**config.mk**
```make
export PLATFORM = sky130hd
export DESIGN_NAME = timer_irq_ctrl_flat
export DESIGN_NICKNAME = d
export VERILOG_FILES = /design/src/rtl/timer_pkg.sv /design/src/rtl/timer_irq_ctrl_if.sv /design/src/rtl/timer_irq_ctrl_tick_gen.sv /design/src/rtl/timer_irq_ctrl.sv /design/src/flat_wrapper.sv
export SDC_FILE = /design/constraint.sdc
export NUM_CORES = 1
export LEC_CHECK = 0
export BUFFER_PORTS_ARGS = -buffer_cell sky130_fd_sc_hd__buf_4
export CAP_MARGIN = 20
export CORE_UTILIZATION = 58
export CTS_CLUSTER_SIZE = 8
export DETAILED_ROUTE_END_ITERATION = 8
export PLACE_DENSITY = 0.81
export SLEW_MARGIN = 20
export SYNTH_ARGS = -nofsm -noshare
export SYNTH_HDL_FRONTEND = slang
export SYNTH_SLANG_ARGS = --single-unit
```
**constraint.sdc**
```tcl
create_clock -name clk -period 3 [get_ports clk]
set_clock_uncertainty 0.2 [all_clocks]
set_input_delay 0.6 -clock clk [delete_from_list [all_inputs] [get_ports clk]]
set_output_delay 0.6 -clock clk [all_outputs]
set_load 0.005 [all_outputs]
```
**src/rtl/timer_pkg.sv**
```systemverilog
// timer_pkg: shared constants, register-select type and address decode for the timer peripheral
package timer_pkg;

    localparam logic [31:0] KERNEL_BASE = 32'h4000_0000;
    localparam int          WIN_BITS    = 5;

    localparam logic [WIN_BITS-1:0] TH_OFS      = 5'h00;
    localparam logic [WIN_BITS-1:0] TL_OFS      = 5'h04;
    localparam logic [WIN_BITS-1:0] TCON_OFS    = 5'h08;
    localparam logic [WIN_BITS-1:0] SYSTICK_OFS = 5'h14;

    localparam int EN_BIT = 0;
    localparam int IE_BIT = 1;
    localparam int ST_BIT = 2;

    typedef enum logic [2:0] {
        REG_NONE,
        REG_TH,
        REG_TL,
        REG_TCON,
        REG_SYSTICK
    } reg_sel_e;

    // Word index within the window; byte lane bits are not part of the decode.
    function automatic reg_sel_e decode(input logic [WIN_BITS-3:0] widx);
        return widx == TH_OFS[WIN_BITS-1:2]      ? REG_TH      :
               widx == TL_OFS[WIN_BITS-1:2]      ? REG_TL      :
               widx == TCON_OFS[WIN_BITS-1:2]    ? REG_TCON    :
               widx == SYSTICK_OFS[WIN_BITS-1:2] ? REG_SYSTICK : REG_NONE;
    endfunction

endpackage

```
**src/rtl/timer_irq_ctrl_if.sv**
```systemverilog
// timer_irq_ctrl_if: data-memory bus seen by the timer
//   MemRead/MemWrite : read/write strobes (master -> slave)
//   Address          : byte address (master -> slave)
//   WriteData        : write data (master -> slave)
//   ReadData         : combinational read data (slave -> master)
interface timer_irq_ctrl_if;

    logic        MemRead;
    logic        MemWrite;
    logic [31:0] Address;
    logic [31:0] WriteData;
    logic [31:0] ReadData;

    modport master (
        output MemRead, MemWrite, Address, WriteData,
        input  ReadData
    );

    modport slave (
        input  MemRead, MemWrite, Address, WriteData,
        output ReadData
    );

endinterface

```
**src/rtl/timer_irq_ctrl_tick_gen.sv**
```systemverilog
// timer_irq_ctrl_tick_gen: prescaler producing one tick every PRESCALE enabled cycles
//   clk, reset : clock, async active-low reset
//   en         : count enable (TCON.EN)
//   clr        : restart the phase (TL write)
//   tick       : combinational, high in the last cycle of each period
module timer_irq_ctrl_tick_gen #(
    parameter int unsigned PRESCALE = 1
) (
    input  logic clk,
    input  logic reset,
    input  logic en,
    input  logic clr,
    output logic tick
);

    localparam logic [15:0] LAST = 16'(PRESCALE - 1);

    logic [15:0] pcnt_q;
    logic [15:0] pcnt_d;

    assign tick   = en && pcnt_q == LAST;
    assign pcnt_d = (!en || clr || tick) ? '0 : pcnt_q + 16'd1;

    always_ff @(posedge clk or negedge reset) begin
        if (!reset) pcnt_q <= '0;
        else        pcnt_q <= pcnt_d;
    end

endmodule

```
**src/rtl/timer_irq_ctrl.sv**
```systemverilog
// timer_irq_ctrl: memory-mapped reload timer with overflow interrupt and free-running SYSTICK
//   clk, reset : clock, async active-low reset
//   bus        : data-memory bus (slave modport), window of 32 bytes at BASE
//   PC31       : kernel-mode bit, masks IRQ while 1
//   IRQ        : level interrupt = ST & IE & ~PC31
module timer_irq_ctrl
    import timer_pkg::*;
#(
    parameter logic [31:0] BASE     = KERNEL_BASE,
    parameter int unsigned PRESCALE = 1
) (
    input  logic                   clk,
    input  logic                   reset,
    timer_irq_ctrl_if.slave        bus,
    input  logic                   PC31,
    output logic                   IRQ
);

    logic [31:0] th_q, th_d;
    logic [31:0] tl_q, tl_d;
    logic [2:0]  tcon_q, tcon_d;
    logic [31:0] systick_q, systick_d;

    logic     sel;
    reg_sel_e rsel;
    logic     wr_th, wr_tl, wr_tcon;
    logic     tick, ovf;
    logic     unused_lanes;

    assign unused_lanes = ^bus.Address[1:0];

    assign sel     = bus.Address[31:WIN_BITS] == BASE[31:WIN_BITS];
    assign rsel    = sel ? decode(bus.Address[WIN_BITS-1:2]) : REG_NONE;
    assign wr_th   = bus.MemWrite && rsel == REG_TH;
    assign wr_tl   = bus.MemWrite && rsel == REG_TL;
    assign wr_tcon = bus.MemWrite && rsel == REG_TCON;

    timer_irq_ctrl_tick_gen #(.PRESCALE(PRESCALE)) u_tick (
        .clk   (clk),
        .reset (reset),
        .en    (tcon_q[EN_BIT]),
        .clr   (wr_tl),
        .tick  (tick)
    );

    assign ovf = tick && tl_q == 32'hFFFF_FFFF;

    always_comb begin
        th_d      = wr_th ? bus.WriteData : th_q;
        // A TL write beats the tick; an overflow reloads the TH held before any same-cycle TH write.
        tl_d      = wr_tl ? bus.WriteData : tick ? (ovf ? th_q : tl_q + 32'd1) : tl_q;
        tcon_d    = tcon_q;
        if (wr_tcon) begin
            tcon_d[EN_BIT] = bus.WriteData[EN_BIT];
            tcon_d[IE_BIT] = bus.WriteData[IE_BIT];
        end
        // Setting wins over a software clear so an overflow is never lost.
        tcon_d[ST_BIT] = (ovf && tcon_q[IE_BIT]) ? 1'b1 :
                         (wr_tcon && !bus.WriteData[ST_BIT]) ? 1'b0 : tcon_q[ST_BIT];
        systick_d = systick_q + 32'd1;
    end

    always_ff @(posedge clk or negedge reset) begin
        if (!reset) begin
            th_q      <= '0;
            tl_q      <= '0;
            tcon_q    <= '0;
            systick_q <= '0;
        end else begin
            th_q      <= th_d;
            tl_q      <= tl_d;
            tcon_q    <= tcon_d;
            systick_q <= systick_d;
        end
    end

    assign bus.ReadData = !bus.MemRead        ? '0 :
                          rsel == REG_TH      ? th_q :
                          rsel == REG_TL      ? tl_q :
                          rsel == REG_TCON    ? {29'd0, tcon_q} :
                          rsel == REG_SYSTICK ? systick_q : '0;

    assign IRQ = tcon_q[ST_BIT] && tcon_q[IE_BIT] && !PC31;

endmodule

```
**src/flat_wrapper.sv**
```systemverilog
// flat-port wrapper written by rule: the top's interface ports become plain ports
module timer_irq_ctrl_flat import timer_pkg::*;
#(
    parameter logic [31:0] BASE     = KERNEL_BASE,
    parameter int unsigned PRESCALE = 1
)
  (clk, reset, PC31, IRQ, bus_MemRead, bus_MemWrite, bus_Address, bus_WriteData, bus_ReadData);
  timer_irq_ctrl_if bus_i ();
  input  logic clk;
  input  logic reset;
  input  logic PC31;
  output logic IRQ;
  input wire logic [$bits(bus_i.MemRead)-1:0] bus_MemRead;
  input wire logic [$bits(bus_i.MemWrite)-1:0] bus_MemWrite;
  input wire logic [$bits(bus_i.Address)-1:0] bus_Address;
  input wire logic [$bits(bus_i.WriteData)-1:0] bus_WriteData;
  output wire logic [$bits(bus_i.ReadData)-1:0] bus_ReadData;
  assign bus_i.MemRead = bus_MemRead;
  assign bus_i.MemWrite = bus_MemWrite;
  assign bus_i.Address = bus_Address;
  assign bus_i.WriteData = bus_WriteData;
  assign bus_ReadData = bus_i.ReadData;
  timer_irq_ctrl #(.BASE(BASE), .PRESCALE(PRESCALE)) u_core (.clk(clk), .reset(reset), .bus(bus_i), .PC31(PC31), .IRQ(IRQ));
endmodule
```
Yosys cells after proc, flatten, opt, wreduce, memory -nomap -nowiden
Cells that the tools add are included.
- flip-flop bits (word level): 115
- input port bits: 69
- output and inout bits: 33
- word-level logic and storage cells: 52
- add/subtract/negate cells: 3
- equal/unequal tests: 9
- multiplexer cells: 16
- reduce and logical (&&, ||, !) cells: 18
- operators with widths (cell ; number):
    $mux W32 ; 8
    $add A32 B1 Y32 const B ; 2
    $eq A32 B32 Y1 const B ; 1
    $eq A27 B26 Y1 const B ; 1
    $add A16 B1 Y16 const B ; 1
    $logic_not A16 Y1 ; 1
    $mux W16 ; 1
    $mux W3 ; 5
    $eq A3 B2 Y1 const B ; 3
    $logic_and A1 B1 Y1 ; 9
    $eq A3 B1 Y1 const B ; 2
    $eq A3 B3 Y1 const B ; 2
    $reduce_bool A2 Y1 ; 2
    $logic_not A1 Y1 ; 3
    $logic_not A3 Y1 ; 1
    $logic_or A1 B1 Y1 ; 2
    $mux W1 ; 2

Longest topological paths before layout
- depth in word-level cells: 12
- mapped depth: 9
- mapped depth without buffers: 8

Cells and area by module
Synthesis repeated with hierarchy kept, for this count alone.
- cell total of the unflattened synthesis: 733
- area total of the unflattened synthesis: 6879.1 um^2
- by module, submodules not included (module ; times used ; cells each ; area each (um^2)):
    timer_irq_ctrl ; 1 ; 646 ; 6023.3
    timer_irq_ctrl_tick_gen ; 1 ; 87 ; 855.8

Worst setup path after synthesis
No wires, ideal clock.
- kind: input to output
- from: input bus_Address[15]
- to: output bus_ReadData[21]
- arrival: 2.119 ns
- data required time: 2.200 ns
- path slack: 0.081 ns
- stages on the path: 7
- buffers on the path: 2
- cells stage by stage: nor4b_1 > nand4_1 > nor3_1 > nand2_1 > clkbuf_1 > clkbuf_1 > a2111oi_0
- longest elaborated chain between the ends: 8
- elaborated cells between the ends (all ways): 11
- those cells by class: 5 x eq/ne; 6 x mux
- ends and longest elaborated chain (item ; RTL line ; source):
    start: declaration ; flat_wrapper.sv:15 ; input wire logic [$bits(bus_i.Address)-1:0] bus_Address;
    $eq A27 B26 Y1 * ; timer_irq_ctrl.sv:32 ; assign sel = bus.Address[31:WIN_BITS] == BASE[31:WIN_BITS];
    $mux W3 * ; timer_irq_ctrl.sv:33 ; assign rsel = sel ? decode(bus.Address[WIN_BITS-1:2]) : REG_NONE;
    $eq A3 B3 Y1 ; timer_irq_ctrl.sv:81 ; rsel == REG_SYSTICK ? systick_q : '0;
    $mux W32 ; timer_irq_ctrl.sv:81 ;
    $mux W32 ; timer_irq_ctrl.sv:80 ; rsel == REG_TCON ? {29'd0, tcon_q} :
    $mux W32 ; timer_irq_ctrl.sv:79 ; rsel == REG_TL ? tl_q :
    $mux W32 * ; timer_irq_ctrl.sv:78 ; rsel == REG_TH ? th_q :
    $mux W32 * ; timer_irq_ctrl.sv:77 ; assign bus.ReadData = !bus.MemRead ? '0 :
    end: declaration ; flat_wrapper.sv:17 ; output wire logic [$bits(bus_i.ReadData)-1:0] bus_ReadData;
Every way passes the cells marked *; elsewhere a longest branch is shown, timed or not.

Worst setup path in the final report
- from: input bus_Address[11]
- to: output bus_ReadData[16]
Same word-level chain as after synthesis.

==> flow_summary.json <==
{
  "status": "complete, but fails checks",
  "violations": "setup timing",
  "path_cells": "buf_8, nor4_4, nand4_1, nor3_4, buf_4, nand2_4, buf_12, nor2_2, a2111oi_4, buf_4, buf_6",
  "cp_data_arrival_time_ns": 2.44,
  "ys_ff_latch": 115,
  "ys_types": 56,
  "p_total_mw": 3.73,
  "rows": 38,
  "htree_levels": 4,
  "required_ns": 2.20,
  "netlist_area_um2": 6610,
  "synth-edff-count": 0,
  "final_common_cell": "buf_4",
  "num_antenna_cells": 0,
  "critPathSlowestCell": "nor4_4",
  "grt_usage_pct": 35.9,
  "synth-async-reset-ratio_pct": 100,
  "synthSimpleGateAreaFrac_pct": 24.4,
  "synth_cells": 724,
  "die_w_um": 109,
  "firstDrtPassIters": 6,
  "antenna_found_initial": 0,
  "synth_fa_ha_area_share_pct": 0.757,
  "yosysSeqAreaShare_pct": 43.5,
  "slew_headroom_pct": 50.9,
  "peakVddDrop_mv": 0.616,
  "path_buf_inv": 5,
  "die-area_um2": 11800,
  "final_nets": 927,
  "r2r_cells": 7,
  "drtAntennaViolNets": 0,
  "setup_tns_ns": -5.54,
  "start_util_pct": 60.2,
  "maxCapViolations": 0,
  "end_kind": "output pin",
  "synth-compound-area-share_pct": 11.6,
  "worstMarginPinSlew_ns": 0.737,
  "max_stage_delay_ns": 0.28,
  "fin_crit_ns": 3.24,
  "drtIter0Drc": 836,
  "drcViolationCount": 0,
  "yosys_warnings": 0,
  "cts_sinks": 115,
  "rsz0062_at_grt": "true",
  "post-route-period-util_pct": 108,
  "synth_flop_cell": "dfrtp_1",
  "clk_pin_slew_ns": 0.06,
  "crit_fanout": 13,
  "cts_made_buffers": 17,
  "cts.path.max_buffers": 2,
  "wl_um": 22300,
  "vias": 6682,
  "gp_congestion": 0.935,
  "synth_mux_area_share_pct": 7.97,
  "r2r_setup_slack_ns": 0.35,
  "areaGrowthSynthToFinish_pct": 34.4,
  "grt_max_degree": 56,
  "chipHeight_um": 109,
  "first_global_vias": 6514,
  "numPortBuffers": 99,
  "wl_per_cell_um": 22.1,
  "layout-drive-gt1-share_pct": 32.3,
  "via_per_inst": 6.64,
  "worstReg2RegEnd": "u_core.tl_q[31]",
  "syn_nets": 797,
  "slew_viol_final": 0,
  "hold_ws_ns": 0.0397,
  "r2r-start": "u_core.tl_q[1]",
  "cts_tree": "built",
  "dp_hpwl_um": 13500,
  "hold_viol": 0,
  "path_class": "in -> out",
  "fin_cells": 1007,
  "clockRootBuffer": "clkbuf_16",
  "hp-class": "in -> async",
  "max_freq_ghz": 0.309,
  "cp_top_family": "simple AND/OR/NAND/NOR gates",
  "worst_setup_path_start_kind": "input pin",
  "placedCellCount": 968,
  "p_per_area_nw_per_um2": 420,
  "critPathLaunch": "bus_Address[11]",
  "post_synth.cell_area_avg_um2": 9.13,
  "ios": 102,
  "synth_top_family_by_area": "simple AND/OR/NAND/NOR gates",
  "p_leak_nw": 3.99,
  "clk_latency_ns": 0.42,
  "final-setup-viol-count": 32,
  "post-route-util_pct": 80.9,
  "synthXorXnorAreaFrac_pct": 7.82,
  "crit_path_frequent_cell": "buf_4",
  "grt_first_pass_wirelength_um": 31900,
  "setup_slack_ns": -0.236,
  "final_cell_mix": "134 x buf_4, 115 x dfrtp_1, 95 x nor2_1",
  "core_area_um2": 11000,
  "grt_overflow": 0
}
[worst max path at each step]
stage	endpoint	slack (ns)	cells past startpoint
floorplan	bus_ReadData[21]	0.08	7
global placement	bus_ReadData[16]	-0.54	9
detailed placement	bus_ReadData[16]	-0.62	9
CTS	bus_ReadData[18]	-0.11	9
global route	bus_ReadData[16]	-0.32	11
finish	bus_ReadData[16]	-0.24	11
[logic make-up (layout without fill, tap and decap cells)]
group	Yosys count	count (layout)
AO/OA/AOI/OAI	114	114
XOR/XNOR	59	59
adder cells (fa/ha/maj)	4	4
buffers and inverters	53	196
flip-flops	115	115
multiplexers	48	48
AND/OR/NAND/NOR	331	331
[flip-flops by register name (all words and copies together) (netlist names)]
signal / count
u_core.tcon_q: 3
u_core.systick_q: 32
u_core.th_q: 32
u_core.tl_q: 32
u_core.u_tick.pcnt_q: 16
[metrics by stage]
stage               area [um^2]  setup slack [ns]
global placement           7760            -0.545
finish                     8890            -0.236
floorplan                  6610            0.0806
CTS                        8580            -0.108
global route               8890            -0.321
detailed placement         7760            -0.620
[area by class of cell]
class	count	area, um^2
Fill cell	594	2100
Timing Repair Buffer	153	1340
Sequential cell	115	2880
Clock buffer	17	425
Multi-Input combinational cell	556	3860
Inverter	11	41.3
Clock inverter	15	161
Tap cell	140	175
[synthesized netlist by cell type, types with 5 or more instances]
| library cell | instances | area (um^2) |
|---|---|---|
| a21oi_1 | 32 | 160 |
| and3_1 | 21 | 131 |
| a31oi_1 | 9 | 56.3 |
| nor4_1 | 10 | 62.6 |
| dfrtp_1 | 115 | 2880 |
| nand4_1 | 24 | 150 |
| a2111oi_0 | 29 | 254 |
| nor3_1 | 19 | 95.1 |
| nor2_1 | 109 | 409 |
| o21ai_0 | 20 | 100 |
| nand2_1 | 83 | 312 |
| and4_1 | 8 | 70.1 |
| mux2_2 | 36 | 405 |
| nand3_1 | 30 | 150 |
| a21o_1 | 7 | 52.6 |
| clkbuf_1 | 24 | 90.1 |
| buf_2 | 9 | 45.0 |
| or3_1 | 5 | 31.3 |
| xor2_1 | 19 | 166 |
| inv_1 | 11 | 41.3 |
| xnor2_1 | 40 | 350 |
| mux2i_1 | 11 | 110 |
[metal layers]
metal	up-vias	track usage [%]	share of wire (%)
met2	501	58.9	48
met5	-	0	0
li1	2867	-	-
met4	0	16.7	5.4
met3	135	10.1	10
met1	3179	43.9	36
[power by group]
group	total, mW	switching (mW)	internal, mW
Clock	2.00	0.777	1.22
Combinational	0.181	0.103	0.0780
Sequential	1.55	0.0000512	1.55
Total	3.73	0.880	2.85
[timing repair]
item	CTS	global route
gates cloned	0	3
gates resized for setup	60	44
endpoints found under the setup margin	32	32
pin swaps	2	6
setup buffers	1	3
hold buffers	0	0
(Power assumes the default switching activity.)
